===== src/rtl/hbridge_driver.sv =====
`default_nettype none
// ============================================================================
// Module   : hbridge_driver
// Purpose  : Dual H-bridge (L298-class) driver. Debounces per-motor direction
//            and enable commands, enforces a de-energised dead time before any
//            new drive, and soft-starts each motor with a PWM duty ramp.
// Revision : 1.0  initial release
// ============================================================================
module hbridge_driver #(
  parameter int PWM_BITS      = 8,
  parameter int DUTY_MAX      = 230,
  parameter int RAMP_STEP     = 8,
  parameter int RAMP_DIV      = 4,
  parameter int DEAD_CYCLES   = 1000,
  parameter int FILTER_CYCLES = 4
) (
  input  logic       clk,
  input  logic       rst_n,
  input  logic [3:0] motorIn,
  input  logic [1:0] motorEn,
  output logic [3:0] hb_in,
  output logic [1:0] hb_en,
  output logic [1:0] busy
);

  localparam int DW = $clog2(DEAD_CYCLES + 1);
  localparam int FW = $clog2(FILTER_CYCLES + 1);
  localparam int RW = (RAMP_DIV > 1) ? $clog2(RAMP_DIV) : 1;

  localparam logic [PWM_BITS:0]   DUTY_MAX_W  = DUTY_MAX[PWM_BITS:0];
  localparam logic [PWM_BITS:0]   RAMP_STEP_W = RAMP_STEP[PWM_BITS:0];
  localparam logic [DW-1:0]       DEAD_W      = DEAD_CYCLES[DW-1:0];
  localparam logic [FW-1:0]       FILTER_W    = FILTER_CYCLES[FW-1:0];
  localparam logic [FW-1:0]       FILTER_M1   = FW'(FILTER_CYCLES - 1);
  localparam logic [RW-1:0]       DIV_LAST    = RW'(RAMP_DIV - 1);

  localparam logic [1:0] CMD_COAST = 2'b00;
  localparam logic [1:0] CMD_BRAKE = 2'b11;
  localparam logic [1:0] CMD_FWD   = 2'b10;
  localparam logic [1:0] CMD_REV   = 2'b01;

  typedef enum logic [2:0] {
    S_IDLE  = 3'd0,
    S_BRAKE = 3'd1,
    S_DEAD  = 3'd2,
    S_RAMP  = 3'd3,
    S_RUN   = 3'd4
  } state_t;

  logic [PWM_BITS-1:0] pwm_cnt;
  logic                wrap;

  // Shared free-running PWM counter; both motors step their duty at its wrap
  always_ff @(posedge clk or negedge rst_n) begin
    if (!rst_n) pwm_cnt <= '0;
    else        pwm_cnt <= pwm_cnt + 1'b1;
  end

  assign wrap = &pwm_cnt;

  for (genvar m = 0; m < 2; m++) begin : g_motor
    logic [1:0]          cmd;
    logic [1:0]          prev;
    logic [FW-1:0]       fcnt;
    logic                acc;
    logic                acc_dir;
    logic [DW-1:0]       dead_cnt;
    logic                dead_ok;
    logic                energised;
    state_t              state;
    state_t              nstate;
    logic [1:0]          target;
    logic [1:0]          ntarget;
    logic [PWM_BITS-1:0] duty;
    logic [PWM_BITS-1:0] nduty;
    logic [RW-1:0]       div;
    logic [RW-1:0]       ndiv;
    logic [PWM_BITS:0]   sum;
    logic [PWM_BITS:0]   clamped;
    logic [1:0]          pair;
    logic                en;
    logic                bsy;

    // A disabled motor is simply a coast request
    assign cmd = motorEn[m] ? motorIn[2*m+1:2*m] : CMD_COAST;

    // Stability filter: any change restarts the count, one accept per change
    always_ff @(posedge clk or negedge rst_n) begin
      if (!rst_n) begin
        prev <= CMD_COAST;
        fcnt <= '0;
      end else if (cmd != prev) begin
        prev <= cmd;
        fcnt <= FW'(1);
      end else if (fcnt < FILTER_W) begin
        fcnt <= fcnt + 1'b1;
      end
    end

    // Accept fires on the cycle the command completes its stable window
    always_comb begin
      acc = 1'b0;
      if (cmd == prev) acc = (fcnt == FILTER_M1);
      else             acc = (FILTER_CYCLES == 1);
    end

    assign acc_dir   = acc && ((cmd == CMD_FWD) || (cmd == CMD_REV));
    assign energised = en || (pair == CMD_BRAKE);
    assign dead_ok   = (dead_cnt >= DEAD_W);

    // Dead-time counter tracks what the bridge pins actually do
    always_ff @(posedge clk or negedge rst_n) begin
      if (!rst_n)                 dead_cnt <= DEAD_W;
      else if (energised)         dead_cnt <= '0;
      else if (dead_cnt < DEAD_W) dead_cnt <= dead_cnt + 1'b1;
    end

    // FSM state and datapath registers
    always_ff @(posedge clk or negedge rst_n) begin
      if (!rst_n) begin
        state  <= S_IDLE;
        target <= CMD_COAST;
        duty   <= '0;
        div    <= '0;
      end else begin
        state  <= nstate;
        target <= ntarget;
        duty   <= nduty;
        div    <= ndiv;
      end
    end

    assign sum     = {1'b0, duty} + RAMP_STEP_W;
    assign clamped = (sum >= DUTY_MAX_W) ? DUTY_MAX_W : sum;

    // Next-state logic; a cold bridge skips the dead wait entirely
    always_comb begin
      nstate  = state;
      ntarget = target;
      nduty   = duty;
      ndiv    = div;
      case (state)
        S_IDLE, S_BRAKE: begin
          if (acc && cmd == CMD_BRAKE) begin
            nstate = S_BRAKE;
          end else if (acc && cmd == CMD_COAST) begin
            nstate = S_IDLE;
          end else if (acc_dir) begin
            ntarget = cmd;
            nstate  = dead_ok ? S_RAMP : S_DEAD;
          end
        end
        S_DEAD: begin
          if (acc && cmd == CMD_COAST)      nstate  = S_IDLE;
          else if (acc && cmd == CMD_BRAKE) nstate  = S_BRAKE;
          else if (acc_dir)                 ntarget = cmd;
          else if (dead_ok)                 nstate  = S_RAMP;
        end
        S_RAMP, S_RUN: begin
          if (acc && cmd == CMD_COAST) begin
            nstate = S_IDLE;
          end else if (acc && cmd == CMD_BRAKE) begin
            nstate = S_BRAKE;
          end else if (acc_dir && cmd != target) begin
            ntarget = cmd;
            nstate  = S_DEAD;
          end else if (state == S_RAMP && wrap) begin
            if (div == DIV_LAST) begin
              ndiv  = '0;
              nduty = clamped[PWM_BITS-1:0];
              if (clamped >= DUTY_MAX_W) nstate = S_RUN;
            end else begin
              ndiv = div + 1'b1;
            end
          end
        end
        default: nstate = S_IDLE;
      endcase
      // Any exit from driving drops the duty so the next ramp starts from zero
      if (nstate != S_RAMP && nstate != S_RUN) begin
        nduty = '0;
        ndiv  = '0;
      end
    end

    // Registered bridge pins derived from the current state
    always_ff @(posedge clk or negedge rst_n) begin
      if (!rst_n) begin
        pair <= CMD_COAST;
        en   <= 1'b0;
        bsy  <= 1'b0;
      end else begin
        case (state)
          S_BRAKE:      pair <= CMD_BRAKE;
          S_RAMP, S_RUN: pair <= target;
          default:      pair <= CMD_COAST;
        endcase
        en  <= (state == S_BRAKE) ||
               (((state == S_RAMP) || (state == S_RUN)) && (pwm_cnt < duty));
        bsy <= (state == S_DEAD) || (state == S_RAMP);
      end
    end

    assign hb_in[2*m+1:2*m] = pair;
    assign hb_en[m]         = en;
    assign busy[m]          = bsy;
  end

endmodule
`default_nettype wire

===== config.mk =====
export PLATFORM = sky130hd
export DESIGN_NAME = hbridge_driver
export DESIGN_NICKNAME = d
export VERILOG_FILES = /design/src/rtl/hbridge_driver.sv
export SDC_FILE = /design/constraint.sdc
export NUM_CORES = 1
export LEC_CHECK = 0
export ABC_AREA = 1
export BUFFER_PORTS_ARGS = -buffer_cell sky130_fd_sc_hd__buf_4
export CORE_UTILIZATION = 60
export CTS_BUF_LIST = sky130_fd_sc_hd__clkbuf_4 sky130_fd_sc_hd__clkbuf_8 sky130_fd_sc_hd__clkbuf_16
export DETAILED_ROUTE_END_ITERATION = 7
export GPL_ROUTABILITY_DRIVEN = 0
export PLACE_DENSITY = 0.88
export SLEW_MARGIN = 20
export SYNTH_ARGS = -nofsm -noshare
export SYNTH_HDL_FRONTEND = slang
export SYNTH_SLANG_ARGS = --single-unit

===== constraint.sdc =====
create_clock -name clk -period 2.2 [get_ports clk]
set_input_delay 0.11 -clock clk [delete_from_list [all_inputs] [get_ports clk]]
set_output_delay 0.11 -clock clk [all_outputs]
set_load 0.05 [all_outputs]

# Yosys cells after proc, flatten, opt, wreduce, memory -nomap -nowiden
# Cells that the tools add are included.
# op_classes
add_sub_neg	9
multipliers	0
n_div	0
n_lt_le_gt_ge	12
n_eq_ne	50
shift	0
mux	92
bitwise	0
n_reduce_logical	51
# op_table
op	count
2-to-1 mux 8 bit	14
2-to-1 mux 3 bit	30
2-to-1 mux 2 bit	32
2-to-1 mux 10 bit	4
greater-or-equal comparator 9 x 8 -> 1 bit (second input constant)	4
inequality test 2 bit (second input constant)	14
AND reduction 8 bit	3
adder 10 x 1 -> 10 bit (second input constant)	2
greater-or-equal comparator 10 bit (second input constant)	2
< comparator 10 bit (second input constant)	2
nonzero test 2 bit	10
adder 8 x 4 -> 9 bit (second input constant)	2
== test 3 x 2 -> 1 bit (second input constant)	6
2-to-1 mux 9 bit	2
case mux 3 bit (3 select lines)	2
== test 2 bit (second input constant)	8
< comparator 8 bit	2
logical AND 1 bit	14
inequality test 2 x 1 -> 1 bit (second input constant)	6
case mux 2 bit (3 select lines)	2
AND reduction 6 bit	2
logical OR 1 bit	10
AND reduction 5 bit	2
adder 8 x 1 -> 8 bit (second input constant)	1
16 further kinds	38
# totals
ff_bits	76
latch_bits	0
ramBits	0
mem_bits_ro	0
out_inout_bits	8
elab_cells	235
mem_count	0

# Longest topological paths before layout
# depth
depth_word	15
mapped_depth	16
ltp_nobuf	16

# Least setup slack after synthesis
# Ideal clock, no wire load.
# synth_path
path_type	flip-flop to flip-flop
from	register g_motor[1].fcnt[0]
to	register g_motor[1].duty[0]
t_arrival_ps	1698
required_ps	2083
path_slack_ps	385
path_stages_with_launch	13
n_path_buf	0
cell_sequence	dfrtp_1 -> ha_1 -> ha_1 -> inv_1 -> nor2_8 -> nand2_4 -> nand2_2 -> nor2_2 -> nand2_2 -> nor3_4 -> nand2_1 -> nand2_1 -> nor2_1
# synth_via
elab_chain_cells	12
# synth_lines
item	line	text
start: declaration	64	logic [FW-1:0] fcnt;
start signal: assignment	96	fcnt <= fcnt + 1'b1;
== test 3 x 2 -> 1 bit *	103	if (cmd == prev) acc = (fcnt == FILTER_M1);
2-to-1 mux 1 bit *	103	
logical AND 1 bit	107	assign acc_dir = acc && ((cmd == CMD_FWD) || (cmd == CMD_REV));
logical AND 1 bit	164	end else if (acc_dir && cmd != target) begin
2-to-1 mux 3 bit	164	
2-to-1 mux 3 bit	162	end else if (acc && cmd == CMD_BRAKE) begin
2-to-1 mux 3 bit	160	if (acc && cmd == CMD_COAST) begin
case mux 3 bit (3 select lines)	142	case (state)
inequality test 3 x 2 -> 1 bit or inequality test 3 bit (tied branches)	180	if (nstate != S_RAMP && nstate != S_RUN) begin
logical AND 1 bit	180	
inequality test 2 x 1 -> 1 bit (no source line) or nonzero test 2 bit (tied branches)	n/a	
AND reduction 6 bit (no source line)	n/a	
end signal: assignment	128	duty <= nduty;
end: declaration	74	logic [PWM_BITS-1:0] duty;
# Every way passes the cells marked *; elsewhere a longest branch is shown, timed or not.
# A chain may end at the register's enable or synchronous reset.

# Final worst setup path
# layout_path
from	register g_motor[1].fcnt[0]
to	register g_motor[1].duty[5]
# Same word-level chain as after synthesis.

==> impl_metrics.py <==
metrics = {
    "global_route": {
        "antenna_found_initial": 0,
        "grt_pass1_wl_um": 15500,
        "grt_use_total": 0.255,
        "grt_max_degree": 50,
        "first_global_vias": 3711,
        "grt-ovfl-total": 0,
    },
    "clock_network": {
        "path_clk_slew_ns": 0.08,
        "cts_max_level": 3,
        "clock_path_buffers": 2,
        "cts-root-buf": "clkbuf_8",
        "cts_made_buffers": 9,
        "clk_latency_ns": 0.36,
        "cts_tree": "built",
        "clock_sinks": 76,
    },
    "logic_synthesis": {
        "netlist_area_um2": 4570,
        "netlist_instances": 554,
        "synth-seq-cells": 76,
        "avgSynthCellArea_um2": 8.25,
        "yosys_warnings": 0,
        "syn_nets": 593,
        "ys_seq_area_frac": 0.419,
        "synth.distinct_cells": 40,
    },
    "worst_setup_path": {
        "startpoint_type": "flop",
        "critPathMostFrequentCell": "nand2_2",
        "r2r_setup_slack_ns": 0.15,
        "path_delay_family": "simple AND/OR/NAND/NOR gates",
        "cpMaxStageDelayCell": "dfrtp_1",
        "arrival_ns": 2.29,
        "path_cells": "ha_1, ha_1, inv_1, nor2_8, nand2_4, nand2_2, nor2_2, nand2_2, nor3_4, nand2_2, o22ai_1, nor2_1",
        "crit_required_ns": 2.44,
        "cpPeakStageDelay_ns": 0.40,
        "path_class": "reg -> reg",
        "path_max_fanout": 5,
        "worst-path-buf-inv": 1,
        "crit_path_end_kind": "flop",
    },
    "drt": {
        "wl_per_cell_um": 12.7,
        "wl_um": 8690,
        "drc": 0,
        "drt-initial-drc-count": 224,
        "drtPass1Iterations": 4,
        "vias": 3638,
        "drtAntennaViolNets": 0,
        "routed_via_density": 5.31,
    },
    "die": {
        "dieArea_um2": 7970,
        "num_rows": 31,
        "core_area_um2": 7290,
        "die_h_um": 89.3,
        "io_pins": 16,
        "dieWidth_um": 89.3,
        "start_util": 0.627,
    },
    "placed_design": {
        "dpl.hpwl_um": 6550,
        "placed_cells": 667,
        "port_buffers": 15,
    },
    "run": {
        "maxCapViolCount": 0,
    },
    "sta": {
        "whs_ns": 0.0279,
        "clock_skew_ns": 0.00760,
        "setup_viol": 0,
        "setup_tns_ns": 0,
        "hold_violations": 0,
        "finalCritPeriodShare": 0.931,
        "rsz0062_at_grt": "false",
        "period_minus_slack_ns": 2.05,
        "tightestPinTransition_ns": 0.624,
        "drv_slew": 0,
        "relSlewSlack": 0.584,
        "max_freq_mhz": 488,
    },
    "pwr": {
        "p_leak_nw": 2.58,
        "powerDensity_nw_per_um2": 883,
        "peakVddDrop_v": 0.000533,
    },
    "min_path": {
        "hp-class": "in -> reg",
    },
    "status": {
        "status": "finished, final reports clean",
    },
    "layout": {
        "n_fill_cell": 566,
        "final_layout_size_suffix_gt1_frac": 0.184,
        "nNetsFinal": 620,
        "fin_cells": 685,
        "diodes": 0,
        "syn_to_final_growth_pct": 10.8,
    },
}
==> cell usage in the layout, fill, tap and decap left out, drive strengths merged, types with 12 or more instances in the layout <==
master    n
a21oi    46
buf      19
dfrtp    64
dfstp    12
ha       31
inv      94
nand2   122
nand3    45
nor2     56
nor3     13
o21ai    23
xor2     14
==> what timing repair did <==
action | CTS | global route
hold buffers | 1 | 0
hold endpoints to repair | 36 | 0
resized for setup | 0 | 7
buffers inserted | 0 | 1
endpoints found under the setup margin | 0 | 20
==> worst min-delay path, stage by stage <==
cell and delay (ns):
buf_4 0.08, nand2_2 0.09, inv_1 0.07
==> sequential cells by signal, summed over array words and instances (netlist names) <==
register / cells
g_motor.dead_cnt: 20
g_motor.duty: 16
pwm_cnt: 8
g_motor.fcnt: 6
g_motor.state: 6
g_motor.div: 4
g_motor.pair: 4
g_motor.prev: 4
g_motor.target: 4
g_motor.bsy: 2
g_motor.en: 2
==> worst paths after layout <==
kind	startpoint	end	cells past startpoint
hold / removal	motorIn[3]	g_motor[1].prev[1]	3
setup / recovery	g_motor[1].fcnt[0]	g_motor[1].duty[5]	12
min in group asynchronous	rst_n	g_motor[0].dead_cnt[4]	2
hold reg to reg	g_motor[1].target[0]	g_motor[1].target[0]	2
setup reg to reg	g_motor[1].fcnt[0]	g_motor[1].duty[5]	12
max in group asynchronous	rst_n	g_motor[1].duty[2]	3
==> kinds of logic after synthesis <==
family                   synth area share
AO/OA/AOI/OAI                       0.107
flip-flops                          0.419
adder cells (fa/ha/maj)            0.0848
buffers and inverters              0.0840
AND/OR/NAND/NOR                     0.275
XOR/XNOR                           0.0301
==> power by group <==
part	switching, mW	leakage (nW)	internal, mW
clock	0.548	0.106	0.644
combinational	0.948	1.51	0.465
sequential	0.184	0.960	1.68
total	1.68	2.58	2.79
==> through the flow <==
step	area, um2	total power, mW	util	worst slack, ns
6_report	5070	4.47	0.695	0.152
5_1_grt	5070	4.78	0.695	0.0124
4_1_cts	5040	4.51	0.692	0.166
3_5_place_dp	4810	3.30	0.660	0.180
3_3_place_gp	4810	3.21	0.660	0.241
2_1_floorplan	4570	2.96	-	0.385
==> per-layer routing <==
layer | wire, um | part of all wire | track usage
met1 | 3730 | 0.43 | 0.278
met2 | 4480 | 0.52 | 0.462
met3 | 285 | 0.033 | 0.0748
met4 | 206 | 0.024 | 0.107
met5 | 0 | 0 | 0
==> cells in the mapped netlist <==
master / number / area [um2]
and3_1: 1 / 6.26
inv_4: 2 / 12.5
o21ai_1: 2 / 10.0
o21ai_0: 20 / 100
nand2_2: 14 / 87.6
xor2_2: 2 / 32.5
and2_1: 2 / 12.5
a22oi_1: 2 / 15.0
nand3_1: 43 / 215
inv_2: 5 / 18.8
nor3_4: 2 / 32.5
a2111o_1: 1 / 11.3
nand2_1: 99 / 372
xor2_1: 12 / 105
o21a_1: 1 / 7.51
buf_4: 4 / 30.0
nor2_4: 3 / 33.8
nor2_8: 1 / 20.0
or3_1: 1 / 6.26
dfrtp_1: 64 / 1600
clkinv_1: 1 / 3.75
nor2_2: 4 / 25.0
o211ai_1: 4 / 30.0
ha_1: 31 / 388
a21oi_2: 7 / 61.3
inv_1: 85 / 319
nand4_2: 2 / 25.0
dfstp_2: 12 / 315
a21boi_0: 3 / 22.5
nand3_2: 2 / 20.0
o22ai_1: 2 / 12.5
nor2_1: 48 / 180
nand4_1: 9 / 56.3
nor3b_1: 1 / 7.51
o2111ai_1: 1 / 8.76
nor3_1: 11 / 55.1
a21oi_1: 39 / 195
nand2_4: 9 / 101
o21ai_2: 1 / 8.76
a31oi_1: 1 / 6.26
==> layout make-up <==
class	count	area, um2	share of cell area
multi-input combinational	381	2280	0.450
sequential	76	1920	0.379
inverter	93	354	0.0699
timing repair buffer	20	165	0.0326
clock buffer	9	124	0.0245
tap	99	124	0.0245
clock inverter	7	97.6	0.0193
No activity file was read; power rests on OpenSTA's default activity.
